===== src/rtl/req_ack_4ph_pkg.sv =====
// Shared types and limits for the 4-phase req/ack receiver.
package req_ack_4ph_pkg;

  typedef enum logic [1:0] {
    IDLE,
    WAIT_CONS,
    ACK_HI
  } rx_state_t;

  localparam int SYNC_STAGES_MIN = 2;

endpackage


===== src/rtl/req_ack_sync.sv =====
// N-flop single-bit synchroniser, synchronous active-high reset to 0.
module req_ack_sync #(
  parameter int N = 2
) (
  input  logic i_clk,
  input  logic i_rst,
  input  logic i_d,
  output logic o_q
);

  logic [N-1:0] r_chain;

  always_ff @(posedge i_clk) begin
    if (i_rst) r_chain <= '0;
    else       r_chain <= {r_chain[N-2:0], i_d};
  end

  assign o_q = r_chain[N-1];

endmodule


===== src/rtl/req_ack_4ph_rx.sv =====
// Receive side of the 4-phase req/ack crossing: sync req, capture din, val/rdy out, ack back.
// Build option REQ_ACK_RX_EARLY_ACK_EN: ack rises with val; output register becomes a one-word buffer.
module req_ack_4ph_rx
  import req_ack_4ph_pkg::*;
#(
  parameter int DW          = 8,
  parameter int SYNC_STAGES = 2
) (
  input  logic          clk_rx,
  input  logic          rst,
  input  logic          req,
  output logic          ack,
  input  logic [DW-1:0] din,
  output logic          val,
  input  logic          rdy,
  output logic [DW-1:0] dout,
  output logic          err
);

  generate
    if (SYNC_STAGES < SYNC_STAGES_MIN) begin : g_bad_sync
      $error("req_ack_4ph_rx: SYNC_STAGES must be >= %0d", SYNC_STAGES_MIN);
    end
  endgenerate

  logic          w_req_s;
  rx_state_t     r_state;
  logic          r_ack;
  logic          r_val;
  logic [DW-1:0] r_dout;

  req_ack_sync #(.N(SYNC_STAGES)) u_sync (
    .i_clk (clk_rx),
    .i_rst (rst),
    .i_d   (req),
    .o_q   (w_req_s)
  );

`ifdef REQ_ACK_RX_EARLY_ACK_EN
  always_ff @(posedge clk_rx) begin
    if (rst) begin
      r_state <= IDLE;
      r_ack   <= 1'b0;
      r_val   <= 1'b0;
      r_dout  <= '0;
    end else begin
      // Consumer drains the buffer independently of the sender handshake.
      if (r_val && rdy) r_val <= 1'b0;
      case (r_state)
        IDLE: begin
          if (w_req_s && !r_val) begin
            r_dout  <= din;
            r_val   <= 1'b1;
            r_ack   <= 1'b1;
            r_state <= ACK_HI;
          end
        end
        ACK_HI: begin
          if (!w_req_s) begin
            r_ack   <= 1'b0;
            r_state <= IDLE;
          end
        end
        default: r_state <= IDLE;
      endcase
    end
  end

  assign err = 1'b0;
`else
  logic r_err;

  always_ff @(posedge clk_rx) begin
    if (rst) begin
      r_state <= IDLE;
      r_ack   <= 1'b0;
      r_val   <= 1'b0;
      r_dout  <= '0;
      r_err   <= 1'b0;
    end else begin
      case (r_state)
        IDLE: begin
          if (w_req_s && !r_val) begin
            r_dout  <= din;
            r_val   <= 1'b1;
            r_state <= WAIT_CONS;
          end
        end
        WAIT_CONS: begin
          // Sender withdrew req before we acknowledged: protocol violation.
          if (!w_req_s) r_err <= 1'b1;
          if (r_val && rdy) begin
            r_val   <= 1'b0;
            r_ack   <= 1'b1;
            r_state <= ACK_HI;
          end
        end
        ACK_HI: begin
          if (!w_req_s) begin
            r_ack   <= 1'b0;
            r_state <= IDLE;
          end
        end
        default: r_state <= IDLE;
      endcase
    end
  end

  assign err = r_err;
`endif

  assign ack  = r_ack;
  assign val  = r_val;
  assign dout = r_dout;

endmodule

===== config.mk =====
export PLATFORM = sky130hd
export DESIGN_NAME = req_ack_4ph_rx
export DESIGN_NICKNAME = d
export VERILOG_FILES = /design/src/rtl/req_ack_4ph_pkg.sv /design/src/rtl/req_ack_sync.sv /design/src/rtl/req_ack_4ph_rx.sv
export SDC_FILE = /design/constraint.sdc
export NUM_CORES = 1
export LEC_CHECK = 0
export BUFFER_PORTS_ARGS = -buffer_cell sky130_fd_sc_hd__buf_2
export CAP_MARGIN = 25
export CELL_PAD_IN_SITES_DETAIL_PLACEMENT = 1
export CELL_PAD_IN_SITES_GLOBAL_PLACEMENT = 1
export CORE_MARGIN = 5
export CORE_UTILIZATION = 31
export CTS_CLUSTER_SIZE = 14
export DETAILED_ROUTE_END_ITERATION = 8
export PLACE_DENSITY = 0.81
export SLEW_MARGIN = 20
export SYNTH_ARGS = -nofsm -noshare
export SYNTH_HDL_FRONTEND = slang
export SYNTH_SLANG_ARGS = --single-unit

===== constraint.sdc =====
create_clock -name clk_rx -period 1.4 [get_ports clk_rx]
set_input_delay 0.28 -clock clk_rx [delete_from_list [all_inputs] [get_ports clk_rx]]
set_output_delay 0.28 -clock clk_rx [all_outputs]
set_load 0.03 [all_outputs]

==> summary.md <==
| Metric | Value |
|---|---|
| Outcome | complete, no violations |
| Clk slew on worst S/H paths | 90 ps |
| Critical-path maximum fanout | 8 |
| Clock Tree Root | clkbuf_4 |
| Synth cell count leaders | nand2_1 (16), dfxtp_1 (15), a21oi_1 (11) |
| Critical path launch point type | register |
| Post-Route WL | 1350 microns |
| Placed Cells | 111 |
| Worst-path cell chain | or4b_1, nand2_1, a21oi_1 |
| Library cells used by synthesis | 19 |
| Initial antenna violation count | 0 |
| Syn nets | between 70 and 80 |
| Peak supply drop | ~0.41 mV |
| # setup viols final | 0 |
| Final Critical Period | between 1000 and 1500 ps |
| Core area | between 0.0015 and 0.002 sq mm |
| Largest net degree at the start of global routing | 17 |
| Worst path top cell family by delay | simple AND/OR/NAND/NOR gates |
| Post-Layout Cell Count | 115 |
| Max-slew headroom | 68.6% |
| Effective utilization at floorplan | between 30% and 40% |
| Critical path origin | val$_SDFFE_PP0P_ |
| Post-Syn Instances | 63 |
| Area after DPL | 713 sq um |
| Ratio of total power to cell area | 1110 mW/mm^2 |
| CP Buf/Inv Count | 0 |
| Synthesis warning total | 0 |
| Iteration-0 DRC Markers | 1 |
| Setup TNS | 0 ps |
| CTS buffer count | 3 |
| Fin crit share | just over 90% |
| Layout cells sized above 1 | 35.6% |
| Worst reg2reg path startpoint | val$_SDFFE_PP0P_ |
| Min-Delay Path Class | in2reg |
| Final Util | 42.9% |
| Post-synth top area share | 53.6% |
| Hold WS | 211 ps |
| Setup crit end kind | register |
| N_diodes | 0 |
| Largest cells by area after synthesis | dfxtp_1 (54%), nand2_1 (11%), a21oi_1 (9.8%), nor4b_4 (4.2%), nor2b_1 (3.3%) |
| Die Y | 52.5 microns |
| Worst-Margin Slew | 469 ps |
| Worst-Skew Late Latency | between 200 and 300 ps |
| Post-CTS setup buffers | 0 |
| Avg Cell Area, Syn | 8.90 sq um |
| # DRC | 0 |
| F_max | 0.764 GHz |
| Max cap viols | 0 |
| WS Path Type | reg2reg |
| RePlAce Congestion | 0.767 |
| Layout overhead on the synthesized area | 32.1% |
| Post-synthesis register bit count | 15 |
| Number of synthesized flops with an enable pin | 0 |
| HPWL after DPL | between 1000 and 1500 microns |
| Vias in the first global route | 542 |
| Drt pass-1 iters | 2 |
| Vias/cell | 4.59 |
| Final ANT Viol Nets | 0 |
| IO Pins | 23 |
| Die Area | 0.00276 sq mm |
| WP data arrival | 1470 ps |
| Sequential share of the synthesized area | 53.6% |
| Overflow after GRT | 0 |
| Most frequent cell after synthesis | nand2_1 |
| Main synth FF type | dfxtp_1 |
| Leakage | 0.323 nW |
| Syn Std Cell Area | between 500 and 600 sq um |
| Nets | 103 |
| Floorplan row count | 15 |
| CTS tree | done |
| DR vias | between 500 and 600 |
| First-pass GRT wire length | 2130 microns |
| Max incr delay on CP | 670 ps |
| Fraction of registers with async set/reset | 0% |
| Die X-Extent | 52.5 microns |
| Yosys top cell by area | dfxtp_1 |
| Drt wl/cell | roughly 12 microns |
| RSZ-0062 raised after global routing | false |
| CP max-delay cell | or4b_1 |
| Fill count | 227 |
| Slew Viols, Final | 0 |
| Max Root-Sink Buffers | 2 |
| Hold_sp | req |
| Total GRT Usage | a little over a tenth |
| Htree depth | 1 |
| Design area | 741 sq um |
| Post-CTS Resized | 0 |
| Sink Count | 15 |
| I/O Buffers | 22 |
| WP data required | 1560 ps |
| Final hold vios | 0 |
| CTS Hold Buffers Added | 0 |
| Clock skew | 1.16 ps |
[flip-flops by register name (all words and copies together) (netlist names)]
register / count
ack: 1
u_sync.r_chain: 2
r_state: 2
val: 1
dout: 8
err: 1
[worst paths after layout]
check                                 endpoint  slack (ps)  cells past startpoint
setup reg to reg          dout[4]$_SDFFE_PP0P_          90                      3
hold reg to reg   u_sync.r_chain[1]$_SDFF_PP0_         450                      1
setup / recovery          dout[4]$_SDFFE_PP0P_          90                      3
hold / removal    u_sync.r_chain[0]$_SDFF_PP0_         210                      2
[cells in the final DEF (no fill, tap or decap)]
cell	Yosys	final
or4b_1	1	1
nand2b_1	1	1
nor2_1	2	2
buf_2	1	22
dfxtp_2	0	1
buf_4	0	4
clkinv_2	0	1
a2bb2oi_1	1	1
a21oi_1	11	11
nor2b_1	3	3
o32ai_1	1	1
inv_1	3	3
nor4b_4	1	1
nand2_1	16	16
or3_1	1	1
clkbuf_4	0	3
a31oi_1	1	1
dfxtp_1	15	14
o31ai_1	1	1
nand3_1	1	1
nor3_1	1	1
[layout make-up]
class	instances	area, sq um	area share, %
clock buffers	3	22.5	3.04
well taps	25	31.3	4.22
inverters	3	11.3	1.52
flip-flops and latches	15	302	40.7
clock inverters	1	5.00	0.676
multi-input cells	42	229	30.9
repair buffers	26	140	18.9
[routing by layer]
metal,global-route usage [%],vias up,part of all wire [%],routed length (microns)
li1,-,264,-,-
met1,10.7,244,43,578
met2,19.2,18,48,653
met3,3.13,2,7.9,106
met4,5.11,0,0.74,10
met5,0,-,0,0
[cells by family after synthesis]
logic type	after synthesis	share of synthesized area [%]
AND/OR/NAND/NOR	27	25.4
buffers and inverters	6	5.58
AO/OA/AOI/OAI	15	15.4
flip-flops	15	53.6
[power by group]
group | internal (mW) | switching [mW]
sequential | 0.447 | 0.00821
clock | 0.106 | 0.132
combinational | 0.0517 | 0.0807
total | 0.604 | 0.221
[metrics by stage]
step / worst slack, ps / power (mW)
finish: 91.3 / 0.826
floorplan: 91.6 / 0.552
CTS: 64.4 / 0.843
global route: 1.91 / 0.872
global placement: 128 / 0.594
detailed placement: 79.2 / 0.600
Power figures use the tool's default switching activity.
